File: src/rtl/seq_divider8_pkg.sv
// Shared definitions for the sequential signed divider.
// Contents: FSM state encodings, default operand and counter widths, and the
// quotient value returned on divide-by-zero.
package seq_divider8_pkg;

    localparam int WIDTH_DEF = 8;
    localparam int CNT_W_DEF = 4;

    localparam logic [1:0] ST_IDLE = 2'd0;
    localparam logic [1:0] ST_LOAD = 2'd1;
    localparam logic [1:0] ST_ITER = 2'd2;
    localparam logic [1:0] ST_FIX  = 2'd3;

    // Divide-by-zero reports a quotient of -1 (all ones).
    localparam logic [WIDTH_DEF-1:0] DBZ_QUOT = {WIDTH_DEF{1'b1}};

endpackage

File: src/rtl/adder8bit.sv
// Ripple-free behavioural adder with carry-in and carry-out.
// Ports:
//   a, b  : WIDTH-bit addends
//   cin   : carry in
//   sum   : WIDTH-bit sum
//   cout  : carry out
module adder8bit #(
    parameter int WIDTH = 8
) (
    input  logic [WIDTH-1:0] a,
    input  logic [WIDTH-1:0] b,
    input  logic             cin,
    output logic [WIDTH-1:0] sum,
    output logic             cout
);

    assign {cout, sum} = {1'b0, a} + {1'b0, b} + {{WIDTH{1'b0}}, cin};

endmodule

File: src/rtl/seq_divider8.sv
// Iterative signed divider, one quotient bit per clock (restoring algorithm).
// Quotient truncates toward zero; remainder takes the sign of the dividend.
// Ports:
//   clk, rst_n          : clock and synchronous active-low reset
//   start               : request a division (honoured only when idle)
//   dividend, divisor   : signed operands, captured when start is accepted
//   quotient, remainder : signed results, valid from the done cycle onward
//   busy                : operation in progress
//   done                : one-cycle completion pulse
//   dbz, ovf            : divide-by-zero / overflow flags of the last result
module seq_divider8
    import seq_divider8_pkg::*;
#(
    parameter int WIDTH = WIDTH_DEF,
    parameter int CNT_W = CNT_W_DEF
) (
    input  logic             clk,
    input  logic             rst_n,
    input  logic             start,
    input  logic [WIDTH-1:0] dividend,
    input  logic [WIDTH-1:0] divisor,
    output logic [WIDTH-1:0] quotient,
    output logic [WIDTH-1:0] remainder,
    output logic             busy,
    output logic             done,
    output logic             dbz,
    output logic             ovf
);

    localparam logic [WIDTH-1:0] MOST_NEG = {1'b1, {(WIDTH-1){1'b0}}};
    localparam logic [WIDTH-1:0] ALL_ONES = {WIDTH{1'b1}};
    localparam logic [WIDTH-1:0] ZERO_W   = {WIDTH{1'b0}};
    localparam logic [CNT_W-1:0] LAST_CNT = CNT_W'(WIDTH - 1);
    localparam logic [CNT_W-1:0] CNT_ONE  = {{(CNT_W-1){1'b0}}, 1'b1};

    // Two's-complement negation within WIDTH bits.
    function automatic logic [WIDTH-1:0] neg2c(input logic [WIDTH-1:0] v);
        neg2c = ~v + {{(WIDTH-1){1'b0}}, 1'b1};
    endfunction

    // Magnitude as an unsigned value; the most negative input maps to 2^(WIDTH-1).
    function automatic logic [WIDTH-1:0] mag(input logic [WIDTH-1:0] v);
        if (v[WIDTH-1]) begin
            mag = neg2c(v);
        end else begin
            mag = v;
        end
    endfunction

    logic [1:0]       state_r;
    logic [CNT_W-1:0] cnt_r;
    logic [WIDTH-1:0] dvd_r;
    logic [WIDTH-1:0] dvs_r;
    logic [WIDTH-1:0] dvs_mag_r;
    // The partial remainder is always below the divisor magnitude (<= 2^(WIDTH-1)),
    // so WIDTH bits hold it; the shifted value p_shift_s carries the WIDTH+1 bits.
    logic [WIDTH-1:0] p_r;
    logic [WIDTH-1:0] q_r;
    logic             sign_q_r;
    logic             sign_r_r;
    logic             dbz_int_r;
    logic             ovf_int_r;

    logic [WIDTH:0]   p_shift_s;
    logic [WIDTH-1:0] q_shift_s;
    logic [WIDTH-1:0] sum_s;
    logic             cout_s;
    logic [WIDTH:0]   t_s;

    assign p_shift_s = {p_r, q_r[WIDTH-1]};
    assign q_shift_s = {q_r[WIDTH-2:0], 1'b0};

    // T = P_shifted - {0,|divisor|} as P + ~|divisor| + 1.
    adder8bit #(.WIDTH(WIDTH)) u_sub (
        .a    (p_shift_s[WIDTH-1:0]),
        .b    (~dvs_mag_r),
        .cin  (1'b1),
        .sum  (sum_s),
        .cout (cout_s)
    );

    // Sign bit of the WIDTH+1-bit difference: no carry out means a borrow.
    assign t_s = {p_shift_s[WIDTH] ^ ~cout_s, sum_s};

    // Control FSM, datapath registers and registered outputs.
    always_ff @(posedge clk) begin
        if (!rst_n) begin
            state_r   <= ST_IDLE;
            cnt_r     <= {CNT_W{1'b0}};
            dvd_r     <= ZERO_W;
            dvs_r     <= ZERO_W;
            dvs_mag_r <= ZERO_W;
            p_r       <= ZERO_W;
            q_r       <= ZERO_W;
            sign_q_r  <= 1'b0;
            sign_r_r  <= 1'b0;
            dbz_int_r <= 1'b0;
            ovf_int_r <= 1'b0;
            quotient  <= ZERO_W;
            remainder <= ZERO_W;
            busy      <= 1'b0;
            done      <= 1'b0;
            dbz       <= 1'b0;
            ovf       <= 1'b0;
        end else begin
            done <= 1'b0;
            case (state_r)
                ST_IDLE: begin
                    if (start) begin
                        dvd_r   <= dividend;
                        dvs_r   <= divisor;
                        state_r <= ST_LOAD;
                    end
                end
                ST_LOAD: begin
                    q_r       <= mag(dvd_r);
                    dvs_mag_r <= mag(dvs_r);
                    sign_q_r  <= dvd_r[WIDTH-1] ^ dvs_r[WIDTH-1];
                    sign_r_r  <= dvd_r[WIDTH-1];
                    p_r       <= ZERO_W;
                    cnt_r     <= {CNT_W{1'b0}};
                    dbz_int_r <= (dvs_r == ZERO_W);
                    ovf_int_r <= (dvd_r == MOST_NEG) && (dvs_r == ALL_ONES);
                    busy      <= 1'b1;
                    state_r   <= ST_ITER;
                end
                ST_ITER: begin
                    if (!t_s[WIDTH]) begin
                        p_r <= t_s[WIDTH-1:0];
                        q_r <= {q_shift_s[WIDTH-1:1], 1'b1};
                    end else begin
                        p_r <= p_shift_s[WIDTH-1:0];
                        q_r <= q_shift_s;
                    end
                    cnt_r <= cnt_r + CNT_ONE;
                    if (cnt_r == LAST_CNT) begin
                        state_r <= ST_FIX;
                    end
                end
                ST_FIX: begin
                    if (dbz_int_r) begin
                        quotient  <= DBZ_QUOT;
                        remainder <= dvd_r;
                    end else if (ovf_int_r) begin
                        quotient  <= MOST_NEG;
                        remainder <= ZERO_W;
                    end else begin
                        quotient  <= sign_q_r ? neg2c(q_r) : q_r;
                        remainder <= sign_r_r ? neg2c(p_r) : p_r;
                    end
                    dbz     <= dbz_int_r;
                    ovf     <= ovf_int_r;
                    done    <= 1'b1;
                    busy    <= 1'b0;
                    state_r <= ST_IDLE;
                end
                default: begin
                    state_r <= ST_IDLE;
                    busy    <= 1'b0;
                end
            endcase
        end
    end

endmodule

File: config.mk
export PLATFORM = sky130hd
export DESIGN_NAME = seq_divider8
export DESIGN_NICKNAME = d
export VERILOG_FILES = /design/src/rtl/seq_divider8_pkg.sv /design/src/rtl/adder8bit.sv /design/src/rtl/seq_divider8.sv
export SDC_FILE = /design/constraint.sdc
export NUM_CORES = 1
export LEC_CHECK = 0
export BUFFER_PORTS_ARGS = -buffer_cell sky130_fd_sc_hd__clkbuf_2
export CAP_MARGIN = 40
export CORE_ASPECT_RATIO = 0.9
export CORE_UTILIZATION = 45
export DETAILED_ROUTE_END_ITERATION = 7
export GPL_ROUTABILITY_DRIVEN = 0
export SLEW_MARGIN = 20
export SYNTH_ARGS = -nofsm -noshare
export SYNTH_HDL_FRONTEND = slang
export SYNTH_SLANG_ARGS = --single-unit
File: constraint.sdc
create_clock -name clk -period 6.8 [get_ports clk]
set_input_delay 1.36 -clock clk [delete_from_list [all_inputs] [get_ports clk]]
set_output_delay 1.36 -clock clk [all_outputs]
set_load 0.01 [all_outputs]
==> impl_metrics.csv <==
group,metric,value,unit
run_status,outcome,"finished clean",
yosys,netlist-cell-type-count,53,
yosys,seq_area_frac_synth,0.366,
critical_path,crit_fanout,13,
critical_path,regToRegSetupSlack,4110,ps
die,rows,31,
detailed_routing,dr.pass1.iters,4,
sta,hold_viol,0,
job,cap_violations,0,
yosys,ys.warnings.count,0,
critical_path,rr_endpoint,"p_r[0]",
sta,min_period_over_period,0.396,
sta,relSlewSlack,0.486,
detailed_routing,wirelength,8690,microns
global_routing,grt.overflow.total,0,
yosys,synth.top_cell.area_share,0.366,
global_routing,grt_max_degree,37,
sta,rsz0062_at_grt,"no",
worst_hold_path,hold_end,"busy",
critical_path,worstSetupEndpointType,"register",
clock_tree,clk_pin_slew,80,ps
yosys,synth-edff-count,0,
clock_tree,clkSinkCount,70,
sta,report.final.slew_viol_count,0,
detailed_routing,vias_per_cell,5.44,
clock_tree,cts-root-buf,"clkbuf_8",
global_routing,grt_pass1_wl,14500,microns
detailed_routing,wl_per_cell,14.6,microns
critical_path,crit_required,7050,ps
critical_path,reg2reg_from,"q_r[7]",
yosys,synthTopCellsByArea,"dfxtp_1, ha_1, a21oi_1",
die,die_area,8880,sq um
detailed_routing,remaining_drc_errors,0,
sta,setup_viol,0,
cells_and_area,fin_nets,530,
sta,layout_min_cycle_time,2690,ps
placement,io_buffers,38,
clock_tree,hold_buffers,0,
yosys,synth_seq_cells,70,
sta,fin_tns_setup,0,ps
critical_path,cp.arrival,2940,ps
power_and_ir_drop,p_per_area,392,nW/um^2
sta,worstMarginPinSlew,772,ps
die,die_h,89.5,microns
placement,dpl-instance-area,4060,sq um
cells_and_area,fillers,815,
cells_and_area,final_area,4270,sq um
clock_tree,clk_latency,350,ps
placement,dpl.hpwl,6350,microns
worst_hold_path,hold_path_class,"register to register",
yosys,synth.largest_area_cell,"dfxtp_1",
worst_hold_path,hold_start,"busy",
critical_path,r2r_cells,9,
detailed_routing,route.vias.total,3237,
clock_tree,cts_buffers,9,
die,initial_utilization,0.470,
detailed_routing,met3_length,414,microns
power_and_ir_drop,vdd_drop_max,0.211,mV
yosys,avgSynthCellArea,8.20,sq um
yosys,syn-num-nets,506,
sta,skew,9.63,ps
clock_tree,cts-resized-gates,0,
yosys,netlist_area,3830,sq um
power_and_ir_drop,p_leak,1.67,nW
placement,place_ws,4090,ps
clock_tree,cts_buffer_depth,2,
sta,fmax,372,MHz
yosys,synthArstFlopShare,0,
detailed_routing,drtIter0Drc,146,
die,coreArea,8150,sq um
detailed_routing,ant_nets,0,
clock_tree,cts.htree.levels,3,
cells_and_area,final_util,0.524,
detailed_routing,met2_length,3640,microns
clock_tree,cts_setup_buffers,0,
cells_and_area,layout.cells.non_filler,595,
sta,setup_ws,4110,ps
global_routing,antenna_found_initial,0,
critical_path,crit_type,"register to register",
cells_and_area,drive_gt1_frac,0.135,
clock_tree,cts_tree,"built",
detailed_routing,top_layer,"met4",
critical_path,cp-start-kind,"register",
yosys,synth_cells,467,
detailed_routing,met1Wirelength,4510,microns
worst_hold_path,worst_hold_path.num_cells,2,
global_routing,grtUsageTotal,0.210,
yosys,synth_ff_type,"dfxtp_1",
placement,placed_cells,579,
cells_and_area,diodes,0,
die,io_pins,39,
die,die_w,99.2,microns
cells_and_area,area_delta_synth_final,11.6,%
global_routing,grt_pass1_vias,2908,
sequential cells by signal (all words and copies together) (netlist names), 2 cells and up:
signal	flops
dvs_r	8
cnt_r	4
dvd_r	8
quotient	8
remainder	8
p_r	8
dvs_mag_r	8
q_r	8
state_r	2
synthesized netlist by cell type, types with 11 or more instances:
library cell / count
clkbuf_1: 18
mux2i_1: 16
xnor2_1: 11
nand2b_1: 12
inv_1: 27
nor2b_1: 11
ha_1: 19
o31ai_1: 11
xor2_1: 15
dfxtp_1: 70
a21oi_1: 44
o21ai_0: 20
nand2_1: 56
nor2_1: 36
cells in the final DEF (no fill, tap or decap), types with 3 or more instances in the layout:
master | netlist | routed
nor3_1 | 7 | 7
clkbuf_8 | 0 | 9
a21oi_1 | 44 | 44
nand2_1 | 56 | 56
a31oi_1 | 9 | 9
o211ai_1 | 5 | 5
o31ai_1 | 11 | 11
o21ai_1 | 5 | 5
nand2b_1 | 12 | 12
o311ai_1 | 3 | 3
o21ai_0 | 20 | 20
nand3_1 | 10 | 10
clkbuf_2 | 0 | 38
xnor2_1 | 11 | 11
o22ai_1 | 8 | 8
nor2b_1 | 11 | 11
ha_1 | 19 | 18
dfxtp_1 | 70 | 70
a211oi_1 | 9 | 9
or3_1 | 5 | 5
inv_1 | 27 | 27
nor2_1 | 36 | 36
mux2i_1 | 16 | 16
xor2_1 | 15 | 15
layout make-up:
cell class | instances | area, sq um | share of cell area
Tap cell | 99 | 124 | 0.0290
Sequential cell | 70 | 1400 | 0.328
Inverter | 28 | 105 | 0.0246
Timing Repair Buffer | 39 | 210 | 0.0492
Clock inverter | 6 | 86.3 | 0.0202
Multi-Input combinational cell | 343 | 2220 | 0.519
Clock buffer | 10 | 128 | 0.0299
metrics by stage:
step | hold slack [ps] | power (W)
floorplan | 450 | 0.00117
global placement | 464 | 0.00130
detailed placement | 470 | 0.00132
CTS | 483 | 0.00169
global route | 504 | 0.00180
finish | 482 | 0.00167
critical path, stage by stage (launching register included):
cell and delay (ps):
dfxtp_1 300, inv_1 120, ha_1 180, inv_1 50, fa_1 430, a211oi_4 330, o211ai_2 150, a221oi_4 650
mux2i_1 190, a22o_1 200
per-layer routing:
| metal | track usage | vias to the layer above |
|---|---|---|
| met1 | 0.300 | 1474 |
| met3 | 0.0563 | 11 |
| met5 | 0 | - |
| li1 | - | 1686 |
| met4 | 0.0588 | 0 |
| met2 | 0.311 | 66 |
logic make-up after synthesis:
family	after synthesis	synth area share
and+or+nand+nor	149	0.182
AOI/OAI and AO/OA	130	0.222
muxes	18	0.0477
xor gates and xnor gates	26	0.0595
DFF	70	0.366
adders and majority gates	20	0.0673
buffers and inverters	54	0.0552
how the worst max path moves through the flow:
| stage | start | endpoint | slack, ps | cells past startpoint |
|---|---|---|---|---|
| 2_1_floorplan | q_r[7] | p_r[6] | 4490 | 10 |
| 3_3_place_gp | rst_n | p_r[5] | 3760 | 6 |
| 3_5_place_dp | q_r[7] | p_r[0] | 4090 | 9 |
| 4_1_cts | q_r[7] | p_r[0] | 4080 | 9 |
| 5_1_grt | q_r[7] | p_r[0] | 3910 | 9 |
| 6_report | q_r[7] | p_r[0] | 4110 | 9 |
power by group:
group	leakage [nW]	switching [W]	total, W	internal [W]
combinational	0.999	0.000424	0.000728	0.000304
clock	0.106	0.000160	0.000366	0.000206
sequential	0.569	0.0000973	0.000580	0.000483
Power figures use the tool's default switching activity.
